## config.mk

```make
export PLATFORM = sky130hd
export DESIGN_NAME = oc8051_su_gate_flat
export DESIGN_NICKNAME = d
export VERILOG_FILES = /design/src/rtl/oc8051_su_gate_if.sv /design/src/rtl/oc8051_su_gate.sv /design/src/flat_wrapper.sv
export SDC_FILE = /design/constraint.sdc
export NUM_CORES = 1
export LEC_CHECK = 0
export ABC_CLOCK_PERIOD_IN_PS = 4310
export CAP_MARGIN = 10
export CORE_MARGIN = 8
export CORE_UTILIZATION = 51
export DETAILED_ROUTE_END_ITERATION = 7
export PLACE_DENSITY = 0.84
export SLEW_MARGIN = 20
export SYNTH_ARGS = -nofsm -noshare
export SYNTH_HDL_FRONTEND = slang
export SYNTH_SLANG_ARGS = --single-unit
```

## constraint.sdc

```tcl
create_clock -name clk -period 4.31 [get_ports clk]
set_clock_uncertainty 0.05 [all_clocks]
set_input_delay 0.431 -clock clk [delete_from_list [all_inputs] [get_ports clk]]
set_output_delay 0.431 -clock clk [all_outputs]
set_load 0.02 [all_outputs]
```

## src/rtl/oc8051_su_gate_if.sv

```systemverilog
// Commit bus from the decode/execute stage into the supervisor gate monitor.
// Handshake: instr_valid is a one-cycle commit strobe with no ready/backpressure; opcode,
// target and pc are only meaningful in a cycle where instr_valid is high.
interface oc8051_su_gate_if;
    logic        instr_valid;
    logic [7:0]  opcode;
    logic [15:0] target;
    logic [15:0] pc;

    modport master (output instr_valid, output opcode, output target, output pc);
    modport slave  (input  instr_valid, input  opcode, input  target, input  pc);
endinterface

```

## src/rtl/oc8051_su_gate.sv

```systemverilog
// Classifies committed control transfers as gate calls, supervisor returns or illegal
// entries, and keeps a shadow nesting stack so only the matching RET leaves supervisor.
module oc8051_su_gate #(
    parameter logic [15:0] GATE_BASE   = 16'hF000,
    parameter int          GATE_COUNT  = 16,
    parameter int          GATE_STRIDE = 8,
    parameter logic [15:0] SU_BASE     = 16'hE000,
    parameter int          LEVELS      = 4,
    parameter int          NEST_W      = 6
) (
    input  logic                  clk,
    input  logic                  rst,
    oc8051_su_gate_if.slave       bus,
    input  logic                  clear_violation,
    output logic                  enter_su_mode,
    output logic                  leave_su_mode,
    output logic                  su_active,
    output logic                  gate_violation,
    output logic [15:0]           violation_pc
);

    localparam int                SP_W        = $clog2(LEVELS + 1);
    localparam logic [SP_W-1:0]   SP_MAX      = SP_W'(LEVELS);
    localparam logic [SP_W-1:0]   SP_ONE      = SP_W'(1);
    localparam logic [NEST_W-1:0] NEST_MAX    = '1;
    localparam logic [NEST_W-1:0] NEST_ONE    = NEST_W'(1);
    localparam logic [16:0]       GATE_SPAN   = 17'(GATE_COUNT * GATE_STRIDE);
    localparam logic [15:0]       STRIDE_MASK = 16'(GATE_STRIDE - 1);

    logic [SP_W-1:0]   sp_q;
    logic [NEST_W-1:0] nest_q [LEVELS];

    logic              is_call;
    logic              is_jump;
    logic              is_ret;
    logic [15:0]       gate_off;
    logic              gate_hit;
    logic              su_target;

    logic [NEST_W-1:0] top_q;
    logic [NEST_W-1:0] top_d;
    logic              top_we;
    logic              push;
    logic [SP_W-1:0]   sp_d;
    logic              enter_d;
    logic              leave_d;
    logic              viol_d;

    // Opcode classes; ACALL/AJMP carry page bits in opcode[7:5].
    assign is_call = (bus.opcode == 8'h12) || (bus.opcode[4:0] == 5'h11);
    assign is_jump = (bus.opcode == 8'h02) || (bus.opcode[4:0] == 5'h01) ||
                     (bus.opcode == 8'h80) || (bus.opcode == 8'h73);
    assign is_ret  = (bus.opcode == 8'h22) || (bus.opcode == 8'h32);

    assign gate_off  = bus.target - GATE_BASE;
    assign gate_hit  = (bus.target >= GATE_BASE) && ({1'b0, gate_off} < GATE_SPAN) &&
                       ((gate_off & STRIDE_MASK) == 16'h0000);
    assign su_target = (bus.target >= SU_BASE);

    // Top-of-stack read by compare rather than index, so sp == 0 never reads out of range.
    always_comb begin
        top_q = '0;
        for (int i = 0; i < LEVELS; i++) begin
            if (SP_W'(i + 1) == sp_q) top_q = nest_q[i];
        end
    end

    always_comb begin
        sp_d    = sp_q;
        top_d   = top_q;
        top_we  = 1'b0;
        push    = 1'b0;
        enter_d = 1'b0;
        leave_d = 1'b0;
        viol_d  = 1'b0;
        if (bus.instr_valid) begin
            if (is_call) begin
                if (gate_hit) begin
                    if (sp_q < SP_MAX) begin
                        push    = 1'b1;
                        sp_d    = sp_q + SP_ONE;
                        enter_d = 1'b1;
                    end else begin
                        viol_d = 1'b1;
                    end
                end else if (sp_q == '0) begin
                    viol_d = su_target;
                end else if (top_q == NEST_MAX) begin
                    viol_d = 1'b1;
                end else begin
                    top_we = 1'b1;
                    top_d  = top_q + NEST_ONE;
                end
            end else if (is_jump) begin
                viol_d = su_target && (sp_q == '0);
            end else if (is_ret && (sp_q != '0)) begin
                if (top_q == '0) begin
                    sp_d    = sp_q - SP_ONE;
                    leave_d = 1'b1;
                end else begin
                    top_we = 1'b1;
                    top_d  = top_q - NEST_ONE;
                end
            end
        end
    end

    // Boot runs in supervisor: one context open with an empty nest count.
    always_ff @(posedge clk or negedge rst) begin
        if (!rst) begin
            sp_q <= SP_ONE;
            for (int i = 0; i < LEVELS; i++) nest_q[i] <= '0;
        end else begin
            sp_q <= sp_d;
            for (int i = 0; i < LEVELS; i++) begin
                if (push && (SP_W'(i) == sp_q)) begin
                    nest_q[i] <= '0;
                end else if (top_we && (SP_W'(i + 1) == sp_q)) begin
                    nest_q[i] <= top_d;
                end
            end
        end
    end

    // A new violation beats a coincident clear; the first offender's pc sticks.
    always_ff @(posedge clk or negedge rst) begin
        if (!rst) begin
            enter_su_mode  <= 1'b0;
            leave_su_mode  <= 1'b0;
            gate_violation <= 1'b0;
            violation_pc   <= 16'h0000;
        end else begin
            enter_su_mode <= enter_d;
            leave_su_mode <= leave_d;
            if (viol_d) begin
                gate_violation <= 1'b1;
                if (!gate_violation || clear_violation) violation_pc <= bus.pc;
            end else if (clear_violation) begin
                gate_violation <= 1'b0;
                violation_pc   <= 16'h0000;
            end
        end
    end

    assign su_active = (sp_q != '0);

endmodule
```

## src/flat_wrapper.sv

```systemverilog
// flat-port wrapper written by rule: the top's interface ports become plain ports
module oc8051_su_gate_flat 
#(
    parameter logic [15:0] GATE_BASE   = 16'hF000,
    parameter int          GATE_COUNT  = 16,
    parameter int          GATE_STRIDE = 8,
    parameter logic [15:0] SU_BASE     = 16'hE000,
    parameter int          LEVELS      = 4,
    parameter int          NEST_W      = 6
)
  (clk, rst, clear_violation, enter_su_mode, leave_su_mode, su_active, gate_violation, violation_pc, bus_instr_valid, bus_opcode, bus_target, bus_pc);
  oc8051_su_gate_if bus_i ();
  input  logic clk;
  input  logic rst;
  input  logic clear_violation;
  output logic enter_su_mode;
  output logic leave_su_mode;
  output logic su_active;
  output logic gate_violation;
  output logic [15:0] violation_pc;
  input wire logic [$bits(bus_i.instr_valid)-1:0] bus_instr_valid;
  input wire logic [$bits(bus_i.opcode)-1:0] bus_opcode;
  input wire logic [$bits(bus_i.target)-1:0] bus_target;
  input wire logic [$bits(bus_i.pc)-1:0] bus_pc;
  assign bus_i.instr_valid = bus_instr_valid;
  assign bus_i.opcode = bus_opcode;
  assign bus_i.target = bus_target;
  assign bus_i.pc = bus_pc;
  oc8051_su_gate #(.GATE_BASE(GATE_BASE), .GATE_COUNT(GATE_COUNT), .GATE_STRIDE(GATE_STRIDE), .SU_BASE(SU_BASE), .LEVELS(LEVELS), .NEST_W(NEST_W)) u_core (.clk(clk), .rst(rst), .bus(bus_i), .clear_violation(clear_violation), .enter_su_mode(enter_su_mode), .leave_su_mode(leave_su_mode), .su_active(su_active), .gate_violation(gate_violation), .violation_pc(violation_pc));
endmodule
```

---- After elaboration in Yosys (flattened, before gate mapping) ----
Index checks and enable logic that the tools add are counted.
word-level totals
  bits of input ports ..................... 44
  flip-flop bits (word level) ............. 46
operators by class
  add/subtract/negate cells ............... 5
  muxes and demuxes ....................... 55
  $lt $le $gt $ge ......................... 4
  equality and inequality tests ........... 17
  reductions and logical operators ........ 32
operators with widths
  cell                                                  count
  two-way mux 6 bit                                     20
  two-way mux 16 bit                                    3
  >= comparator 16 bit (second input constant)          2
  two-way mux 1 bit                                     26
  two-way mux 3 bit                                     6
  == test 8 x 6 -> 1 bit (second input constant)        2
  zero test 16 bit                                      1
  < comparator 16 x 8 -> 1 bit (second input constant)  1
  subtractor 16 bit (second input constant)             1
  nonzero test 2 bit                                    7
  logical AND 1 bit                                     12
  == test 8 x 2 -> 1 bit (second input constant)        1
  == test 8 x 5 -> 1 bit (second input constant)        1
  == test 8 x 7 -> 1 bit (second input constant)        1
  == test 8 bit (second input constant)                 1
  adder 6 x 1 -> 6 bit (second input constant)          1
  == test 2 x 3 -> 1 bit (first input constant)         2
  == test 6 bit (second input constant)                 1
  zero test 6 bit                                       1
  logical OR 1 bit                                      6
  != test 2 bit (second input constant)                 3
  AND reduction 6 bit                                   1
  subtractor 6 x 1 -> 6 bit (second input constant)     1
  == test 5 x 1 -> 1 bit (second input constant)        1
  11 further kinds                                      11

---- Depth between registers and ports, before layout ----
  depth after elaboration ................. 14
  mapped depth ............................ 16
  depth with buffers taken out ............ 12

---- Worst setup path before layout ----
No wires, ideal clock.
  kind .................................... reg2reg
  from .................................... reg u_core.sp_q[2]
  to ...................................... reg u_core.violation_pc[0]
  clock period less this slack ............ 3,333 ps
  data arrival time ....................... 3,162 ps
  slack ................................... 977 ps
  data required time ...................... 4,139 ps
  stages on the path, launching flop included .. 16
  library setup time ...................... 121 ps
  buffers on the path ..................... 4
  cells stage by stage .................... dfrtp_1 buf_6 buf_4 inv_1 ha_1 buf_2 nor4bb_1 a221oi_1 a21oi_4 ha_1 nor3b_2 a41o_1 a32o_2 o211a_4 buf_4 a22o_1
between the ends
  cells in the longest elaborated chain, start to end .. 13
  elaborated cells on any way between the ends .. 23
  classes of those cells .................. 1 x order compare; 6 x eq/ne; 12 x mux; 4 x reduce/logical
RTL lines
  what                                                                  line                   text
  start, declared                                                       oc8051_su_gate.sv:30   logic [SP_W-1:0] sp_q;
  start signal, assigned                                                oc8051_su_gate.sv:114  sp_q <= sp_d;
  == test 1 x 3 -> 1 bit                                                oc8051_su_gate.sv:64   if (SP_W'(i + 1) == sp_q) top_q = nest_q[i];
  two-way mux 6 bit (4 in a row)                                        oc8051_su_gate.sv:64
  == test 6 bit                                                         oc8051_su_gate.sv:88   end else if (top_q == NEST_MAX) begin
  two-way mux 1 bit                                                     oc8051_su_gate.sv:88
  two-way mux 1 bit                                                     oc8051_su_gate.sv:86   end else if (sp_q == '0) begin
  two-way mux 1 bit                                                     oc8051_su_gate.sv:78   if (gate_hit) begin
  two-way mux 1 bit *                                                   oc8051_su_gate.sv:77   if (is_call) begin
  two-way mux 1 bit *                                                   oc8051_su_gate.sv:76   if (bus.instr_valid) begin
  != test 2 bit (no source line) or nonzero test 2 bit (tied branches)  -
  AND reduction 2 bit (no source line)                                  -
  end signal, assigned                                                  oc8051_su_gate.sv:137  if (!gate_violation || clear_violation) violation_pc <= bus.pc;
  end, declared                                                         oc8051_su_gate.sv:19   output logic [15:0] violation_pc
Mark *: on every way between the ends. The rest lies on a longest branch, timed or not.
A chain may end at the register's enable or synchronous reset.

---- Worst setup path after layout ----
  from .................................... reg u_core.sp_q[1]
  to ...................................... reg u_core.nest_q[10] in the netlist's numbering
between the ends
  cells in the longest elaborated chain, start to end .. 13
  elaborated cells on any way between the ends .. 41
  classes of those cells .................. 2 x add/sub; 1 x order compare; 5 x eq/ne; 26 x mux; 7 x reduce/logical
RTL lines
  what                                                     line                   text
  == test 1 x 3 -> 1 bit                                   oc8051_su_gate.sv:64
  two-way mux 6 bit (4 in a row)                           oc8051_su_gate.sv:64
  subtractor 6 x 1 -> 6 bit, or another cell as far along  oc8051_su_gate.sv:102  top_d = top_q - NEST_ONE;
  two-way mux 6 bit, or another cell as far along          oc8051_su_gate.sv:97   if (top_q == '0) begin
  two-way mux 6 bit, or another cell as far along          oc8051_su_gate.sv:96   end else if (is_ret && (sp_q != '0)) begin
  two-way mux 6 bit, or another cell as far along          oc8051_su_gate.sv:94   end else if (is_jump) begin
  two-way mux 6 bit or two-way mux 1 bit (tied branches)   oc8051_su_gate.sv:77
  two-way mux 6 bit or two-way mux 1 bit (tied branches)   oc8051_su_gate.sv:76
  two-way mux 6 bit or logical AND 1 bit (tied branches)   oc8051_su_gate.sv:118  end else if (top_we && (SP_W'(i + 1) == sp_q)) begin
  two-way mux 6 bit or nonzero test 2 bit (tied branches)  -
  end signal, assigned by index                            oc8051_su_gate.sv:119  nest_q[i] <= top_d;
  end, declared                                            oc8051_su_gate.sv:31   logic [NEST_W-1:0] nest_q [LEVELS];
Several ways; a longest one is shown, not always the timed one. The select of a mux whose other input is x is not followed.

==> run summary <==
- **outcome** completed
- **mux cell area share after synthesis** 0.0449
- **clk sinks** 46
- **fraction of the mapped netlist area in adder cells** 0.0389
- **fraction of the cycle the final worst path needs** 0.920
- **LEAKAGE** 0.00151 uW
- **measured slew at the worst slew-check pin** 1020 ps
- **flop and latch count out of synthesis** 46
- **TritonCTS clock tree** built
- **number of pins exceeding their max-slew limit in the final report** 0
- **Worst Path Class, Setup** reg2reg
- **area of the die** 0.00835 sq mm
- **area fraction of the dominant cell type after synthesis** 0.389
- **Min Clock Period, post-route** 3970 ps
- **Crit path arrival time** 4130 ps
- **cell with the biggest individual delay on the critical path** sky130_fd_sc_hd__nor4b_4
- **gate count of the mapped netlist** 295
- **number of warnings reported in the yosys synthesis log** 0
- **Via Count** 2,656
- **clock input transition at the sequential cells of the worst setup and hold paths** 80 ps
- **port buffer count** 59
- **antenna violations before repair** 0
- **Area growth, synth to finish** 24.2%
- **top flip-flop cell by instance count after synthesis** sky130_fd_sc_hd__dfrtp_1
- **power density cells** 212 mW/mm^2
- **1st-pass router iterations** 5
- **quantity of gates resized following cts** 0
- **number of DRC markers after the initial detailed-route iteration** 226
- **number of hold-repair buffers added at the cts stage** 0
- **sequential element share of the synthesized area** 0.398
- **cell taking the most area after synthesis** sky130_fd_sc_hd__dfrtp_1
- **global router's overall resource usage** 0.185
- **series of cell instances along the critical path** ha_1 > ha_1 > nor4b_4 > a221oi_1 > a21oi_4 > ha_1 > nor3b_2 > a41oi_2 > a41oi_2 > nand3_1 > o21ai_0
- **total inserted antenna cells** 0
- **final setup fails** 0
- **worst reg2reg setup slack** 340 ps
- **Layout Nets** 403
- **number of synthesized flops with an enable pin** 0
- **pin count of the biggest net entering global routing** 47
- **crit-path max cell delay** 600 ps
- **Horiz. Die Dim** 91.4 um
- **number of buffers added by the clock tree synthesis step** 5
- **Synthesized Nets** 348
- **routed vias/inst** 6.28
- **RD Place Congestion** 0.876
- **buffers from clock root to sink, at most** 2
- **crit-path max FO** 16
- **share of cells above drive strength 1** 0.103
- **final wirelength** 7660 um
- **Overall Power** 763 uW
- **Worst slew margin** 0.314
- **Worst-Skew Late Latency** 310 ps
- **mean cell area of the mapped netlist** 9.82 sq um
- **number of global-route vias before repair** 2,686
- **Floorplan Core Area** 0.00551 sq mm
- **largest cells by area after synthesis** sky130_fd_sc_hd__dfrtp_1 39%, sky130_fd_sc_hd__a22o_1 6.0%, sky130_fd_sc_hd__mux2i_1 4.5%
- **worst supply voltage drop on vdd** 0.000144 V
- **share of the synthesized area in compound gates (AO/OA/AOI/OAI)** 0.259
- **most used cell, CP** sky130_fd_sc_hd__ha_1
- **# Max-Cap Violations** 0
- **combined area of all synthesized cells** 0.00290 sq mm
- **total half-perimeter wirelength after legalization and detailed placement** 5570 um
- **remaining design rule violation count** 0
- **endpoint kind of the worst setup timing path** flip-flop
- **commonest non-fill, non-tap cell in the layout** sky130_fd_sc_hd__clkdlybuf4s50_1
- **Worst setup SP type** flip-flop
- **average routed wire per standard cell** 18.1 um
- **Die Span Y** 91.4 um
- **number of antenna-violating nets in the routed design** 0
- **simple logic cell fraction of the synthesized area** 0.212
- **starting density of the core** 0.526
- **buffers inserted during post-CTS setup optimization** 0
- **class of the worst hold path** in2async
- **Area after DPL** 0.00351 sq mm
- **combinational family with the most area after synthesis** compound AO/OA/AOI/OAI gates
- **most frequent cells in the layout** 58 x sky130_fd_sc_hd__clkdlybuf4s50_1, 45 x sky130_fd_sc_hd__dfrtp_1, 27 x sky130_fd_sc_hd__nand2_1, 21 x sky130_fd_sc_hd__nor2_1, 20 x sky130_fd_sc_hd__a22o_1
- **share of the synthesized netlist area taken by xor and xnor gates** 0.00604
- **Clk Tree Root Cell** sky130_fd_sc_hd__clkbuf_8
- **data required time at the worst endpoint** 4480 ps
- **number of levels the H-tree was split into** 2
- **GRT Residual Overflow** 0
- **unrepaired setup endpoints after global routing** false
- **number of hold violations in the final report** 0
- **number of top-level design ports** 64
- **row cnt** 27
- **first-pass GRT wire length** 12,900 um
- **filler instances** 443
- **Layout Cell Area excl Fill** 0.00360 sq mm
- **peak clock frequency supported by timing** 252 MHz
- **distinct cell type count of the synthesized netlist** 63
- **FFs w/ async S/R, synth** 1.00
- **final-layout setup total negative slack** 0 ps
[path summary, 6_finish.rpt]
| path | start | to | cells past startpoint |
|---|---|---|---|
| min | rst | u_core.sp_q[2]$_DFFE_PN0P_ | 1 |
| min in group clk | u_core.violation_pc[3]$_DFFE_PN0P_ | u_core.violation_pc[3]$_DFFE_PN0P_ | 1 |
| min reg2reg | u_core.violation_pc[3]$_DFFE_PN0P_ | u_core.violation_pc[3]$_DFFE_PN0P_ | 1 |
| max reg2reg | u_core.sp_q[1]$_DFFE_PN0P_ | u_core.nest_q[10]$_DFFE_PN0P_ | 11 |
| max in group asynchronous | rst | u_core.nest_q[22]$_DFFE_PN0P_ | 1 |
| max | u_core.sp_q[1]$_DFFE_PN0P_ | u_core.nest_q[10]$_DFFE_PN0P_ | 11 |
[sequential cells by signal (all words and copies together), names as in the netlist]
register	count
u_core.enter_su_mode	1
u_core.gate_violation	1
u_core.leave_su_mode	1
u_core.nest_q	24
u_core.sp_q	3
u_core.violation_pc	16
[cell families (layout without fill, tap and decap cells)]
kind of cell | count (synthesis) | after routing
simple gates | 110 | 110
mux | 13 | 13
flops | 46 | 46
compound gates | 92 | 92
fa+ha+maj | 9 | 9
buf+inv | 23 | 79
xor+xnor | 2 | 2
[per-layer routing]
| layer | global-route usage | routed length, um | vias up |
|---|---|---|---|
| met4 | 0.0600 | 120 | 0 |
| li1 | - | - | 1229 |
| met1 | 0.228 | 3320 | 1302 |
| met5 | 0 | 0 | - |
| met2 | 0.300 | 3620 | 110 |
| met3 | 0.0551 | 596 | 15 |
[where the power goes]
part / internal [uW] / switching, uW / total, uW / leakage [uW]
Clock: 115 / 151 / 265 / 0.0000452
Combinational: 37.4 / 28.1 / 65.5 / 0.000824
Sequential: 432 / 0.553 / 433 / 0.000639
[synthesized netlist by cell type, drive strengths merged (4+ instances only)]
cell type and number:
inv 9, nand2 28, o21ai 21, mux2i 13, nand4 5, and4bb 5, a31oi 7, a211oi 5
dfrtp 45, nor2 24, ha 9, nor3 6, nand3 19, a21oi 6, buf 10, clkbuf 4
a22o 20
[through the flow]
| stage | cells | worst slack, ps | hold WS [ps] | utilization |
|---|---|---|---|---|
| floorplan | 295 | 977 | 85.4 | - |
| global route | 423 | 67.8 | 115 | 0.654 |
| detailed placement | 415 | 436 | 443 | 0.638 |
| finish | 423 | 344 | 61.2 | 0.654 |
| global placement | 415 | 492 | 436 | 0.638 |
| CTS | 423 | 410 | 296 | 0.653 |
[critical path: cells and delay by family, from the launching register on]
| family | cells | cell delay, ps |
|---|---|---|
| compound gates | 5 | 1530 |
| fa+ha+maj | 3 | 850 |
| flops | 1 | 420 |
| simple gates | 3 | 1020 |
[layout make-up]
type	instances	area (sq um)	share of cell area
Multi-Input combinational cell	226	1630	0.452
Timing Repair Buffer	62	611	0.170
Clock buffer	6	72.6	0.0202
Clock inverter	2	13.8	0.00382
Inverter	9	33.8	0.00938
Sequential cell	46	1150	0.320
Tap cell	72	90.1	0.0250
(Power assumes the default switching activity.)
